==> config.mk <==
export PLATFORM = sky130hd
export DESIGN_NAME = bulk_xfer_ctrl
export DESIGN_NICKNAME = d
export VERILOG_FILES = /design/src/rtl/bulk_xfer_ctrl.sv
export SDC_FILE = /design/constraint.sdc
export NUM_CORES = 1
export LEC_CHECK = 0
export CORE_MARGIN = 5
export CORE_UTILIZATION = 45
export DETAILED_ROUTE_END_ITERATION = 8
export GPL_ROUTABILITY_DRIVEN = 0
export PLACE_DENSITY_LB_ADDON = 0.2
export SYNTH_ARGS = -nofsm -noshare
export SYNTH_HDL_FRONTEND = slang
export SYNTH_SLANG_ARGS = --single-unit
==> constraint.sdc <==
create_clock -name clk -period 9.05 [get_ports clk]
set_input_delay 0.905 -clock clk [delete_from_list [all_inputs] [get_ports clk]]
set_output_delay 0.905 -clock clk [all_outputs]
set_load 0.02 [all_outputs]
==> src/rtl/bulk_xfer_ctrl.sv <==
// Bulk-OUT sequencer: admits USB bytes into the read FIFO and drains it to the
// SD write engine in fixed-size blocks until the requested block count is done.
module bulk_xfer_ctrl #(
    parameter int unsigned FIFO_DEPTH  = 64,
    parameter int unsigned BLOCK_SIZE  = 512,
    parameter int unsigned START_LEVEL = 32
) (
    input  logic        clk,
    input  logic        n_rst,
    input  logic        xfer_start,
    input  logic [15:0] xfer_blocks,
    input  logic        abort,
    output logic        busy,
    output logic        xfer_done,
    output logic        xfer_err,
    input  logic        usb_valid,
    input  logic [7:0]  usb_data,
    output logic        usb_ready,
    output logic        fifo_wen,
    output logic [7:0]  fifo_wdata,
    output logic        fifo_ren,
    input  logic [7:0]  fifo_rdata,
    input  logic        fifo_empty,
    input  logic        fifo_full,
    output logic        sd_start,
    output logic        sd_valid,
    output logic [7:0]  sd_data,
    input  logic        sd_ready,
    input  logic        sd_done
);

    localparam int unsigned OCC_W  = $clog2(FIFO_DEPTH + 1);
    localparam int unsigned BYTE_W = (BLOCK_SIZE > 1) ? $clog2(BLOCK_SIZE) : 1;
    localparam int unsigned RX_W   = 25;
    localparam int unsigned BLK_W  = 16;

    typedef enum logic [2:0] {
        S_IDLE,
        S_WAIT_LVL,
        S_START,
        S_DATA,
        S_WAIT_DONE,
        S_DONE
    } state_t;

    state_t             state_q, state_d;
    logic [RX_W-1:0]    rx_left_q, rx_left_d;
    logic [OCC_W-1:0]   occ_q, occ_d;
    logic [BYTE_W-1:0]  byte_cnt_q, byte_cnt_d;
    logic [BLK_W-1:0]   blk_cnt_q, blk_cnt_d;
    logic [BLK_W-1:0]   blocks_q, blocks_d;
    logic               err_q, err_d;
    logic               usb_side;
    logic               abort_take;

    // State and counter registers
    always_ff @(posedge clk or negedge n_rst) begin
        if (!n_rst) begin
            state_q    <= S_IDLE;
            rx_left_q  <= '0;
            occ_q      <= '0;
            byte_cnt_q <= '0;
            blk_cnt_q  <= '0;
            blocks_q   <= '0;
            err_q      <= 1'b0;
        end else begin
            state_q    <= state_d;
            rx_left_q  <= rx_left_d;
            occ_q      <= occ_d;
            byte_cnt_q <= byte_cnt_d;
            blk_cnt_q  <= blk_cnt_d;
            blocks_q   <= blocks_d;
            err_q      <= err_d;
        end
    end

    // Next-state, counters and handshake outputs
    always_comb begin
        state_d    = state_q;
        rx_left_d  = rx_left_q;
        occ_d      = occ_q;
        byte_cnt_d = byte_cnt_q;
        blk_cnt_d  = blk_cnt_q;
        blocks_d   = blocks_q;
        err_d      = 1'b0;
        xfer_done  = 1'b0;
        sd_start   = 1'b0;
        sd_valid   = 1'b0;
        sd_data    = 8'h00;
        fifo_ren   = 1'b0;

        abort_take = abort && (state_q != S_IDLE);
        // An abort cycle performs no handshakes so nothing is half-transferred.
        usb_side   = (state_q != S_IDLE) && (state_q != S_DONE) && !abort;
        usb_ready  = usb_side && !fifo_full && (rx_left_q != '0);
        fifo_wen   = usb_ready && usb_valid;
        fifo_wdata = fifo_wen ? usb_data : 8'h00;
        if (fifo_wen) begin
            rx_left_d = rx_left_q - RX_W'(1);
        end

        unique case (state_q)
            S_IDLE: begin
                if (xfer_start) begin
                    blocks_d   = xfer_blocks;
                    rx_left_d  = RX_W'(xfer_blocks) * RX_W'(BLOCK_SIZE);
                    blk_cnt_d  = '0;
                    byte_cnt_d = '0;
                    state_d    = (xfer_blocks == '0) ? S_DONE : S_WAIT_LVL;
                end
            end
            S_WAIT_LVL: begin
                if ((occ_q >= OCC_W'(START_LEVEL)) || (rx_left_q == '0)) begin
                    state_d = S_START;
                end
            end
            S_START: begin
                sd_start   = 1'b1;
                byte_cnt_d = '0;
                state_d    = S_DATA;
            end
            S_DATA: begin
                sd_valid = !fifo_empty;
                sd_data  = sd_valid ? fifo_rdata : 8'h00;
                fifo_ren = sd_valid && sd_ready;
                if (fifo_ren) begin
                    byte_cnt_d = byte_cnt_q + BYTE_W'(1);
                    if (byte_cnt_q == BYTE_W'(BLOCK_SIZE - 1)) begin
                        state_d = S_WAIT_DONE;
                    end
                end
            end
            S_WAIT_DONE: begin
                if (sd_done) begin
                    blk_cnt_d = blk_cnt_q + BLK_W'(1);
                    state_d   = ((blk_cnt_q + BLK_W'(1)) == blocks_q) ? S_DONE : S_WAIT_LVL;
                end
            end
            S_DONE: begin
                xfer_done = 1'b1;
                state_d   = S_IDLE;
            end
            default: state_d = S_IDLE;
        endcase

        if (abort_take) begin
            state_d    = S_IDLE;
            err_d      = 1'b1;
            rx_left_d  = '0;
            occ_d      = '0;
            byte_cnt_d = '0;
            blk_cnt_d  = '0;
            blocks_d   = '0;
            xfer_done  = 1'b0;
            sd_start   = 1'b0;
            sd_valid   = 1'b0;
            sd_data    = 8'h00;
            fifo_ren   = 1'b0;
        end else if (fifo_wen && !fifo_ren && (occ_q < OCC_W'(FIFO_DEPTH))) begin
            occ_d = occ_q + OCC_W'(1);
        end else if (fifo_ren && !fifo_wen && (occ_q != '0)) begin
            occ_d = occ_q - OCC_W'(1);
        end
    end

    assign busy     = (state_q != S_IDLE);
    assign xfer_err = err_q;

endmodule

# Word level (Yosys, flattened, before mapping)

Cells that the tools add are included.
W data, S select, Z words.

Register bits after elaboration: 77
Input bits: 41
Output and inout bits: 24
Logic and storage cells: 99

$add $sub $neg: 5
Order comparisons: 2
Equal/unequal tests: 13
Multiplexer cells: 40
Reductions and logical operators: 32

Operators with widths:

| kind                    | number |
|---|---|
| $mux W25                | 4 |
| $mux W16                | 6 |
| $mux W8                 | 4 |
| $pmux W16 S2            | 1 |
| $mux W9                 | 3 |
| $pmux W9 S3             | 1 |
| $logic_not A25 Y1       | 1 |
| $reduce_bool A25 Y1     | 1 |
| $sub A25 B1 Y25 const B | 1 |
| $mux W3                 | 8 |
| $mux W7                 | 3 |
| $ne A3 B3 Y1 const B    | 6 |
| $add A16 B1 Y16 const B | 1 |
| $eq A16 B16 Y1          | 1 |
| $logic_not A16 Y1       | 1 |
| $pmux W3 S5             | 1 |
| $logic_and A1 B1 Y1     | 11 |
| $add A9 B1 Y9 const B   | 1 |
| $eq A9 B9 Y1 const B    | 1 |
| $mux W1                 | 9 |
| $reduce_bool A3 Y1      | 3 |
| $add A7 B1 Y7 const B   | 1 |
| $ge A7 B6 Y1 const B    | 1 |
| $lt A7 B7 Y1 const B    | 1 |
| 13 further kinds        | 21 |

# Longest topological paths before layout

Gate-level depths: netlist of the first run.

Depth in word-level cells: 12
Mapped depth: 14
Gate-level depth less buffers: 14

# Worst setup path after synthesis of the first run

No wires, ideal clock.

Path type: input to register
Start point: in abort
End point: reg occ_q[6]
Library setup time: 0.124 ns
Data arrival time: 3.111 ns
Data required time: 8.926 ns
Slack: 5.815 ns
Cell stages on the path: 11
Path buffers: 0
Cells stage by stage: nor2_1 o311ai_1 or4_4 ha_1 nor2b_1 o21ai_0 a21oi_1 o21a_1 o21ai_0 nor2_1 o31a_1

Word-level cells in the longest chain between the ends: 9
Elaborated cells on any way between the ends: 14
Classes of those cells: 2 x mux; 12 x reduce/logical

RTL lines:

| what                                                    | line     | RTL |
|---|---|---|
| from (decl)                                             | 12       | `input logic abort,` |
| $logic_not A1 Y1                                        | 94       | `usb_side = (state_q != S_IDLE) && (state_q != S_DONE) && !abort;` |
| $logic_and A1 B1 Y1                                     | 94       |  |
| $logic_and A1 B1 Y1 (2 in series)                       | 95       | `usb_ready = usb_side && !fifo_full && (rx_left_q != '0);` |
| $logic_and A1 B1 Y1                                     | 96       | `fifo_wen = usb_ready && usb_valid;` |
| $logic_and A1 B1 Y1 or $logic_not A1 Y1 (tied branches) | 159, 161 |  |
| $logic_and A1 B1 Y1 (on tied branches)                  | 159, 161 |  |
| $mux W7 or $logic_and A1 B1 Y1 (tied branches)          | 159, 161 |  |
| $mux W7 or $reduce_bool A3 Y1 (tied branches)           | -        |  |
| to (signal assigned)                                    | 61       | `occ_q <= '0;` |
| to (signal assigned)                                    | 69       | `occ_q <= occ_d;` |
| to (decl)                                               | 48       | `logic [OCC_W-1:0] occ_q, occ_d;` |

Parallel ways exist; a longest one is shown, timed or not.
A chain may end at the register's enable or synchronous reset.

# Final worst setup path of the first run

Start point: in abort
End point: out fifo_wdata[4]

Word-level cells in the longest chain between the ends: 6

RTL lines:

| what                              | line | RTL |
|---|---|---|
| $logic_not A1 Y1                  | 94   |  |
| $logic_and A1 B1 Y1               | 94   |  |
| $logic_and A1 B1 Y1 (2 in series) | 95   |  |
| $logic_and A1 B1 Y1               | 96   |  |
| $mux W8                           | 97   | `fifo_wdata = fifo_wen ? usb_data : 8'h00;` |
| to (decl)                         | 20   | `output logic [7:0] fifo_wdata,` |

No other way between the ends.

==> flow_summary.rst, run 1 <==
.. list-table::
   :header-rows: 1

   * - Metric
     - Value
   * - Root buffer cell
     - sky130_fd_sc_hd__clkbuf_8
   * - Share of the cycle needed by the critical path after routing
     - 0.509
   * - Design internal power
     - 842 µW
   * - Clk network pwr share
     - 0.164
   * - Detailed placer's ending HPWL
     - 8500 µm
   * - Max frequency
     - 0.217 GHz
   * - Post-synth EDFFs
     - 0
   * - Clock tree from TritonCTS
     - yes
   * - Post-synthesis net count
     - 577
   * - Largest fanout on the critical path
     - 21
   * - Global-route wire length before repair
     - 19,700 µm
   * - Startpoint Class
     - input pin
   * - Number of design-rule violations left by the first detailed-router iteration
     - 256
   * - Synthesized area
     - 4690 µm²
   * - Area share of the largest cell type after synthesis
     - 0.411
   * - Detailed-routing iteration count for the pre-antenna-repair pass
     - 5
   * - Clock period minus final worst setup slack
     - 4.61 ns
   * - Number of failing hold endpoints at the final stage
     - 0
   * - Biggest area contributors in the synthesized netlist
     - sky130_fd_sc_hd__dfrtp_1 41%, sky130_fd_sc_hd__nand2_1 4.7%, sky130_fd_sc_hd__o21ai_0 4.7%
   * - Hold-fix buffers, CTS
     - 0
   * - Vias
     - 4,104
   * - Setup crit end kind
     - primary output
   * - Transition time at the pin with the least slew margin
     - 0.971 ns
   * - Comb power frac
     - 0.461
   * - Peak VDD IR
     - 0.000135 V
   * - Max Cap Violations
     - 0
   * - Number of placement rows
     - 37
   * - Max-slew violation count
     - 0
   * - Distinct cells, synth
     - 69
   * - Outcome
     - finished, final reports clean
   * - Switching power total
     - 650 µW
   * - Synth top cells by count
     - 77 x sky130_fd_sc_hd__dfrtp_1, 59 x sky130_fd_sc_hd__nand2_1, 44 x sky130_fd_sc_hd__o21ai_0
   * - DRT antenna net count
     - 0
   * - Post-Route Hold Slack
     - 0.489 ns
   * - Post-detailed-routing wire length
     - 11,700 µm
   * - Cell at the slowest stage of the critical path
     - sky130_fd_sc_hd__a31oi_2
   * - Via count normalized by instance count
     - 5.71
   * - GRT Total Usage
     - 0.190
   * - Clock Path Buffers
     - 2
   * - Crit path arrival time
     - 3.70 ns
   * - Net total in the final layout
     - 630
   * - Most frequent cell after synthesis
     - sky130_fd_sc_hd__dfrtp_1
   * - Starting density of the core
     - 0.458
   * - Setup TNS
     - 0 ns
   * - Unrepaired setup endpoints after global routing
     - no
   * - Worst-path clk slew
     - 0.08 ns
   * - Number of buffer and inverter stages on the critical path
     - 2
   * - Min-delay worst type
     - flip-flop to flip-flop
   * - Wire length per cell
     - 16.2 µm
   * - Postcts setup bufs
     - 0
   * - Final standard cell count with taps included and fillers excluded
     - 719
   * - Cell Pwr Density
     - 267 nW/µm²
   * - Net Sw Frac
     - 0.436
   * - Most used flip-flop cell after synthesis
     - sky130_fd_sc_hd__dfrtp_1
   * - Number of instances in the placed design
     - 703
   * - Clock skew
     - 0.0116 ns
   * - Clock buffers created by TritonCTS
     - 9
   * - Yosys warns
     - 0
   * - Type of the worst setup path
     - input pin to primary output
   * - Post-synthesis average cell area
     - 8.93 µm²
   * - Ordered cell list for the critical path
     - clkdlybuf4s50_1 > nor2_1 > o311ai_1 > a31oi_2 > and2_1 > clkdlybuf4s50_1
   * - Stage delay of the slowest cell on the critical path
     - 0.83 ns
   * - CP most frequent cell
     - sky130_fd_sc_hd__clkdlybuf4s50_1
   * - Post-synthesis sequential element count
     - 77
   * - Leak
     - 2.34 nW
   * - Count of port buffers added during placement
     - 64
   * - Remaining routing DRC violations
     - 0
   * - Worst EP required
     - 8.15 ns
   * - Max-Slew Margin vs Limit
     - 0.351
   * - Global route overflow
     - 0
   * - Die Outline Area
     - 12,600 µm²
   * - Final antenna diode count
     - 0
   * - Number of global-route vias before repair
     - 4,018
   * - Share of flip-flops with an asynchronous set or reset
     - 1.00
   * - Share of cells above drive strength 1
     - 0.0806
   * - Height of the die
     - 112 µm
   * - Setup violations, final
     - 0
   * - Sequential share of power
     - 0.375
   * - Number of instances resized during post-cts repair
     - 0
   * - Core region area
     - 10,200 µm²
   * - Number of ports placed on the die boundary
     - 65
   * - Later-pin clock latency in the skew report
     - 0.36 ns
   * - Layout Area Growth over Synthesis
     - 18.9%
   * - Number of sinks on the clock net
     - 77
   * - Share of synthesized area occupied by flip-flops and latches
     - 0.411
   * - Width of the die
     - 112 µm
   * - Cell taking the most area after synthesis
     - sky130_fd_sc_hd__dfrtp_1
   * - Instance count of the mapped netlist
     - 525
   * - Antenna violations before repair
     - 0
   * - Largest net degree at the start of global routing
     - 78
   * - Maximum level of the CTS H-tree
     - 3
   * - Crit path max-delay family
     - buffers and inverters
[power groups by stage]
stage                     sequential, mW  combinational (mW)  clock, mW
after floorplan                    0.528               0.538          0
after global placement             0.560               0.668          0
after detailed placement           0.564               0.685          0
after CTS                          0.558               0.692      0.252
after global routing               0.575               0.775      0.268
final                              0.559               0.688      0.245
[worst paths after layout]
check	endpoint	slack (ns)	cells after the start	start
max reg2reg	occ_q[6]$_DFFE_PN0P_	5.53	12	rx_left_q[15]$_DFF_PN0_
max	fifo_wdata[4]	4.44	6	abort
min	byte_cnt_q[7]$_DFFE_PN0P_	0.49	1	byte_cnt_q[7]$_DFFE_PN0P_
min reg2reg	byte_cnt_q[7]$_DFFE_PN0P_	0.49	1	byte_cnt_q[7]$_DFFE_PN0P_
max in group asynchronous	byte_cnt_q[7]$_DFFE_PN0P_	7.72	1	n_rst
min in group asynchronous	rx_left_q[19]$_DFF_PN0_	0.69	1	n_rst
[routing by layer]
layer | wire [µm] | track usage
met5 | 0 | 0
met3 | 448 | 0.0383
met4 | 256 | 0.0649
met1 | 5050 | 0.248
met2 | 5910 | 0.315
[cells by family (layout without fill, tap and decap cells)]
kind of cell	Yosys count	in the layout	share of synthesized area
xor gates and xnor gates	39	39	0.0728
muxes	6	6	0.0136
AOI/OAI and AO/OA	136	136	0.181
and+or+nand+nor	219	219	0.254
buffers and inverters	36	94	0.0347
adders and majority gates	12	12	0.0331
DFF	77	77	0.411
[state kept, by name, indices dropped and copies added (netlist names)]
signal and flops:
rx_left_q 25, blocks_q 16, byte_cnt_q 9, xfer_err 1
blk_cnt_q 16, occ_q 7, state_q 3
[per-stage QoR]
step / power, mW / setup WS, ns / utilization / cell area [µm²]
global placement: 1.23 / 4.62 / 0.527 / 5400
detailed placement: 1.25 / 4.45 / 0.527 / 5400
finish: 1.49 / 4.44 / 0.545 / 5580
CTS: 1.50 / 4.41 / 0.545 / 5580
floorplan: 1.07 / 5.82 / - / 4690
global route: 1.62 / 4.18 / 0.545 / 5580
[layout make-up]
type / instances / area (µm²)
inverters: 12 / 45.0
repair buffers: 66 / 653
fillers: 943 / 4650
flip-flops and latches: 77 / 1930
well taps: 136 / 170
clock buffers: 9 / 124
clock inverters: 7 / 58.8
multi-input cells: 412 / 2600
[cells in the final DEF (no fill, tap or decap), drive strengths merged, types with 10 or more instances in the layout]
cell type and instances:
a22o 12, nor2 39, xnor2 24, and2 18
xor2 15, and3 13, a21oi 38, nand2 60
ha 10, dfrtp 77, nor3 16, inv 14
nand3 16, o21ai 48, nor4 12, clkdlybuf4s50 63
[worst reg2reg max path: stages, from the launching register on]
cell                      delay (ns)
sky130_fd_sc_hd__dfrtp_1        0.44
sky130_fd_sc_hd__or4_4          0.60
sky130_fd_sc_hd__nor4_4         0.41
sky130_fd_sc_hd__and3_1         0.31
sky130_fd_sc_hd__or4_4          0.21
sky130_fd_sc_hd__inv_1          0.07
sky130_fd_sc_hd__fa_1           0.41
sky130_fd_sc_hd__nor2b_1        0.12
sky130_fd_sc_hd__o21ai_0        0.10
sky130_fd_sc_hd__a21oi_1        0.20
sky130_fd_sc_hd__o21a_1         0.17
sky130_fd_sc_hd__nor4_2         0.05
sky130_fd_sc_hd__o31a_1         0.31
Power figures use the tool's default switching activity.
==> run 2: changes to the inputs <==
clock period = 4.44 ns   (was 9.05 ns; I/O delays follow)
==> run 2 against run 1 <==
Against the previous run: total power rose by 100%; final cell count increased by 0.28%; first-iteration DRC count is 42% lower; critical endpoint is now occ_q[6]$_DFFE_PN0P_.
==> flow_summary.rst, run 2 (synthesis gave the netlist of run 1 again) <==
.. list-table::
   :header-rows: 1

   * - Metric
     - Value
   * - Area occupied by registers
     - 1930 µm²
   * - Number of design-rule violations left by the first detailed-router iteration
     - 149
   * - Number of flip-flops in the largest register
     - 25
   * - Leak
     - 2.35 nW
   * - Height of the die
     - 112 µm
   * - Clock skew
     - 0.0155 ns
   * - Hold-fix buffers, CTS
     - 0
   * - Regs by FF count
     - rx_left_q (25), blk_cnt_q (16), blocks_q (16)
   * - Filler cells
     - 936
   * - Max-slew violation count
     - 0
   * - Detailed placer's ending HPWL
     - 8530 µm
   * - Net total in the final layout
     - 632
   * - Net Sw Frac
     - 0.434
   * - Detailed-routing iteration count for the pre-antenna-repair pass
     - 4
   * - Biggest register
     - rx_left_q
   * - Sequential share of power
     - 0.377
   * - Ordered cell list for the critical path
     - nor2b_1 > o311ai_1 > or4_4 > ha_1 > nor2b_1 > o21ai_0 > a21oi_1 > o21a_1 > o21ai_0 > nor2_1 > o31a_1
   * - Transition time at the pin with the least slew margin
     - 0.953 ns
   * - Minimum setup slack among reg-to-reg paths
     - 1.02 ns
   * - Antenna violations before repair
     - 0
   * - Maximum level of the CTS H-tree
     - 3
   * - Unrepaired setup endpoints after global routing
     - no
   * - Setup violations, final
     - 0
   * - Post-route cell area
     - 5590 µm²
   * - Number of instances resized during post-cts repair
     - 0
   * - Launching element of the worst setup path
     - state_q[2]$_DFFE_PN0P_
   * - Number of global-route vias before repair
     - 4,139
   * - Crit path max-delay family
     - simple AND/OR/NAND/NOR gates
   * - Post-Route Hold Slack
     - 0.242 ns
   * - Final standard cell count with taps included and fillers excluded
     - 721
   * - Starting density of the core
     - 0.458
   * - Type of the worst setup path
     - flip-flop to flip-flop
   * - Count of port buffers added during placement
     - 64
   * - Share of cells above drive strength 1
     - 0.0838
   * - Largest net degree at the start of global routing
     - 78
   * - Cell at the slowest stage of the critical path
     - sky130_fd_sc_hd__or4_4
   * - GRT Total Usage
     - 0.189
   * - Setup TNS
     - 0 ns
   * - Startpoint Class
     - flip-flop
   * - Number of placement rows
     - 37
   * - Global route overflow
     - 0
   * - Clock tree from TritonCTS
     - yes
   * - Crit path arrival time
     - 3.67 ns
   * - Postcts setup bufs
     - 0
   * - Root buffer cell
     - sky130_fd_sc_hd__clkbuf_8
   * - Fin worst setup slack
     - 1.02 ns
   * - Combined area of the multi-input logic cells
     - 2600 µm²
   * - Die Outline Area
     - 12,600 µm²
   * - Commonest non-fill, non-tap cells in the layout
     - 77 x sky130_fd_sc_hd__dfrtp_1, 63 x sky130_fd_sc_hd__clkdlybuf4s50_1, 59 x sky130_fd_sc_hd__nand2_1, 44 x sky130_fd_sc_hd__o21ai_0, 35 x sky130_fd_sc_hd__a21oi_1
   * - Max frequency
     - 0.292 GHz
   * - Share of the cycle needed by the critical path after routing
     - 0.771
   * - Switching power total
     - 1.32 mW
   * - Clk network pwr share
     - 0.163
   * - Pre-CTS setup slack
     - 0.768 ns
   * - Layout Area Growth over Synthesis
     - 19.2%
   * - Max Cap Violations
     - 0
   * - Final antenna diode count
     - 0
   * - Setup crit end kind
     - flip-flop
   * - Number of instances in the placed design
     - 705
   * - Min-delay worst type
     - input pin to async pin
   * - R2R cell count
     - 11
   * - Number of ports placed on the die boundary
     - 65
   * - Width of the die
     - 112 µm
   * - Outcome
     - finished, final reports clean
   * - Most frequent standard cell in the layout excluding fill and tap cells
     - sky130_fd_sc_hd__dfrtp_1
   * - Global-route wire length before repair
     - 19,900 µm
   * - Wire length per cell
     - 15.8 µm
   * - Crit Reg-Reg Endpoint
     - occ_q[6]$_DFFE_PN0P_
   * - Number of sinks on the clock net
     - 77
   * - Start of the worst register-to-register path
     - state_q[2]$_DFFE_PN0P_
   * - Cell area after placement
     - 5410 µm²
   * - Clock Path Buffers
     - 2
   * - Vias
     - 3,996
   * - Cell Pwr Density
     - 543 nW/µm²
   * - Overall power
     - 3.04 mW
   * - DRT antenna net count
     - 0
   * - Stage delay of the slowest cell on the critical path
     - 0.64 ns
   * - Worst-path clk slew
     - 0.09 ns
   * - Design internal power
     - 1.72 mW
   * - Via count normalized by instance count
     - 5.54
   * - Worst EP required
     - 4.68 ns
   * - Comb power frac
     - 0.460
   * - Clock period minus final worst setup slack
     - 3.42 ns
   * - Largest fanout on the critical path
     - 13
   * - Peak VDD IR
     - 0.000327 V
   * - Core region area
     - 10,200 µm²
   * - Number of buffer and inverter stages on the critical path
     - 0
   * - Clock buffers created by TritonCTS
     - 9
   * - Max-Slew Margin vs Limit
     - 0.364
   * - Share of the core filled with cells in the final layout
     - 0.546
   * - Post-detailed-routing wire length
     - 11,400 µm
   * - Remaining routing DRC violations
     - 0
   * - Later-pin clock latency in the skew report
     - 0.35 ns
   * - Number of failing hold endpoints at the final stage
     - 0
==> run 2: cell count changes in the layout (fill, tap and decap cells not counted) <==
cell	delta
sky130_fd_sc_hd__buf_4	+2
sky130_fd_sc_hd__clkinv_2	+1
sky130_fd_sc_hd__clkinv_4	-3
sky130_fd_sc_hd__inv_6	+2
==> run 2: worst max path at each step <==
stage,to,slack (ns),cells past startpoint
detailed placement,occ_q[6]$_DFFE_PN0P_,0.77,12
CTS,fifo_ren,1.02,4
floorplan,occ_q[6]$_DFFE_PN0P_,1.38,12
finish,occ_q[6]$_DFFE_PN0P_,1.02,11
global placement,occ_q[6]$_DFFE_PN0P_,0.83,12
global route,fifo_ren,0.73,4
==> run 2: layer usage <==
layer	GRT usage	vias up	share of wire
li1	-	2000	-
met1	0.245	1911	0.45
met2	0.319	61	0.50
met3	0.0356	24	0.029
met4	0.0641	0	0.024
met5	0	-	0
==> run 2: final cells by class <==
cell class | instances | area share
clock buffers | 9 | 0.0222
clock inverters | 7 | 0.00985
inverters | 12 | 0.00806
multi-input cells | 412 | 0.465
flip-flops and latches | 77 | 0.345
well taps | 136 | 0.0304
repair buffers | 68 | 0.120
==> run 2: power by group through the flow <==
stage	combinational (mW)	clock (mW)	sequential, mW
6_report	1.40	0.496	1.14
5_1_grt	1.59	0.542	1.18
4_1_cts	1.41	0.512	1.14
3_5_place_dp	1.40	0	1.15
3_3_place_gp	1.37	0	1.15
2_1_floorplan	1.10	0	1.08
==> run 2: worst reg2reg max path: cells and delay by family (launching register included) <==
kind / cells / cell delay [ns]
AOI/OAI and AO/OA: 6 / 1.13
adders and majority gates: 1 / 0.36
DFF: 1 / 0.61
and+or+nand+nor: 4 / 1.22
==> run 3: changes to the inputs <==
clock period = 2.8 ns   (was 4.44 ns; I/O delays follow)
==> run 3 against run 2 <==
Against the previous run: the run now ends with setup timing left; die area unchanged; fmax increased by 17%; count of clock-buffer cells in the layout increased by 1; clock skew decreased by 0.0047 ns; combinational power increased by 110%; critical path depth increased by 1; largest power group unchanged.
==> flow_summary.rst, run 3 (synthesis gave the netlist of run 1 again) <==
.. list-table::
   :header-rows: 1

   * - Metric
     - Value
   * - Later-pin clock latency in the skew report
     - 0.37 ns
   * - Setup crit end kind
     - flip-flop
   * - Share of the cycle needed by the critical path after routing
     - 1.04
   * - Number of design-rule violations left by the first detailed-router iteration
     - 311
   * - Post-detailed-routing wire length
     - 12,700 µm
   * - Maximum level of the CTS H-tree
     - 3
   * - Setup violations, final
     - 3
   * - Filler cells
     - 869
   * - Global route overflow
     - 0
   * - Width of the die
     - 112 µm
   * - Peak VDD IR
     - 0.000457 V
   * - Worst EP required
     - 3.06 ns
   * - Wire length per cell
     - 16.4 µm
   * - Crit path arrival time
     - 3.18 ns
   * - Regs by FF count
     - rx_left_q (25), blk_cnt_q (16), blocks_q (16)
   * - Minimum setup slack among reg-to-reg paths
     - -0.12 ns
   * - Global-route wire length before repair
     - 21,100 µm
   * - Count of port buffers added during placement
     - 64
   * - Commonest non-fill, non-tap cells in the layout
     - 77 x sky130_fd_sc_hd__dfrtp_1, 58 x sky130_fd_sc_hd__nand2_1, 56 x sky130_fd_sc_hd__buf_4, 54 x sky130_fd_sc_hd__clkdlybuf4s50_1, 42 x sky130_fd_sc_hd__o21ai_0
   * - Number of ports placed on the die boundary
     - 65
   * - Via count normalized by instance count
     - 5.54
   * - Setup TNS
     - -0.182 ns
   * - Antenna violations before repair
     - 0
   * - Most frequent standard cell in the layout excluding fill and tap cells
     - sky130_fd_sc_hd__dfrtp_1
   * - Clock tree from TritonCTS
     - yes
   * - Clock Path Buffers
     - 2
   * - Cell Pwr Density
     - 944 nW/µm²
   * - Outcome
     - finished with violations
   * - Crit Reg-Reg Endpoint
     - occ_q[6]$_DFFE_PN0P_
   * - Biggest register
     - rx_left_q
   * - Remaining routing DRC violations
     - 0
   * - Fin worst setup slack
     - -0.119 ns
   * - Number of placement rows
     - 37
   * - Root buffer cell
     - sky130_fd_sc_hd__clkbuf_8
   * - Transition time at the pin with the least slew margin
     - 0.978 ns
   * - Start of the worst register-to-register path
     - rx_left_q[17]$_DFF_PN0_
   * - Max frequency
     - 0.343 GHz
   * - Unrepaired setup endpoints after global routing
     - yes
   * - Hold-fix buffers, CTS
     - 0
   * - R2R cell count
     - 12
   * - Largest fanout on the critical path
     - 5
   * - Height of the die
     - 112 µm
   * - Max-slew violation count
     - 0
   * - Die Outline Area
     - 12,600 µm²
   * - Largest net degree at the start of global routing
     - 78
   * - Combined area of the multi-input logic cells
     - 2700 µm²
   * - Max Cap Violations
     - 0
   * - Clock period minus final worst setup slack
     - 2.92 ns
   * - Worst-path clk slew
     - 0.08 ns
   * - Type of the worst setup path
     - flip-flop to flip-flop
   * - Clock buffers created by TritonCTS
     - 9
   * - Startpoint Class
     - flip-flop
   * - DRT antenna net count
     - 0
   * - Max-Slew Margin vs Limit
     - 0.348
   * - Layout Area Growth over Synthesis
     - 31.5%
   * - Starting density of the core
     - 0.458
   * - Final antenna diode count
     - 0
   * - Share of cells above drive strength 1
     - 0.203
   * - Core region area
     - 10,200 µm²
   * - Launching element of the worst setup path
     - rx_left_q[17]$_DFF_PN0_
   * - Number of flip-flops in the largest register
     - 25
   * - Area occupied by registers
     - 1930 µm²
   * - Number of sinks on the clock net
     - 77
   * - GRT Total Usage
     - 0.205
   * - Violations in the final reports
     - setup timing
   * - Detailed-routing iteration count for the pre-antenna-repair pass
     - 5
   * - Number of failing hold endpoints at the final stage
     - 0
   * - Clock skew
     - 0.0107 ns
   * - Net total in the final layout
     - 687
   * - Pre-CTS setup slack
     - -0.287 ns
   * - Number of global-route vias before repair
     - 4,355
   * - Vias
     - 4,297
   * - Detailed placer's ending HPWL
     - 9280 µm
   * - Leak
     - 2.71 nW
   * - Min-delay worst type
     - input pin to async pin
[run 3: where the power goes]
group | leakage (nW) | internal, mW | switching (mW)
Combinational | 1.55 | 1.40 | 1.54
Clock | 0.136 | 0.706 | 0.430
Sequential | 1.02 | 1.44 | 0.308
[run 3: how the worst max path moves through the flow]
| stage | endpoint | slack [ns] | cells after the start |
|---|---|---|---|
| 2_1_floorplan | occ_q[6]$_DFFE_PN0P_ | -0.08 | 12 |
| 3_3_place_gp | occ_q[6]$_DFFE_PN0P_ | -0.21 | 12 |
| 3_5_place_dp | occ_q[6]$_DFFE_PN0P_ | -0.29 | 12 |
| 4_1_cts | occ_q[6]$_DFFE_PN0P_ | -0.10 | 12 |
| 5_1_grt | occ_q[6]$_DFFE_PN0P_ | -0.25 | 13 |
| 6_report | occ_q[6]$_DFFE_PN0P_ | -0.12 | 12 |
[run 3: layer usage]
metal | up-vias | share of wire | wire length (µm) | GRT usage
li1 | 2107 | - | - | -
met1 | 2069 | 0.43 | 5450 | 0.255
met2 | 103 | 0.50 | 6360 | 0.344
met3 | 18 | 0.050 | 638 | 0.0566
met4 | 0 | 0.021 | 265 | 0.0673
met5 | - | 0 | 0 | 0
[run 3: timing repair]
item	4_1_cts	5_1_grt
pin swaps	1	6
setup endpoints to repair	11	20
endpoints found under the hold margin	0	0
setup buffers	2	4
resized for setup	17	29
[run 3: through the flow]
step / total power, mW / hold slack [ns] / cells / utilization / cell area (µm²)
after floorplan: 3.48 / -0.0156 / 525 / - / 4720
after global placement: 4.43 / 0.470 / 754 / 0.567 / 5810
after detailed placement: 4.50 / 0.485 / 754 / 0.567 / 5810
after CTS: 5.68 / 0.119 / 772 / 0.596 / 6100
after global routing: 6.25 / 0.164 / 776 / 0.603 / 6170
final: 5.83 / 0.0562 / 776 / 0.603 / 6170
[run 3: layout make-up]
cell class              instances  share of cell area
inverters                      12             0.00771
clock inverters                 6              0.0217
multi-input cells             412               0.437
flip-flops and latches         77               0.312
repair buffers                123               0.171
clock buffers                  10              0.0223
well taps                     136              0.0276
[run 3: critical path: stages (launching register included)]
cell and delay [ns]:
sky130_fd_sc_hd__dfrtp_1 0.42, sky130_fd_sc_hd__or4_4 0.51, sky130_fd_sc_hd__nor4_4 0.17, sky130_fd_sc_hd__and3_4 0.24, sky130_fd_sc_hd__or4_4 0.18, sky130_fd_sc_hd__inv_4 0.04
sky130_fd_sc_hd__fa_2 0.37, sky130_fd_sc_hd__nor2b_2 0.13, sky130_fd_sc_hd__o21ai_2 0.07, sky130_fd_sc_hd__a21oi_2 0.17, sky130_fd_sc_hd__o21a_1 0.19, sky130_fd_sc_hd__nor4_2 0.05
sky130_fd_sc_hd__o31a_1 0.25
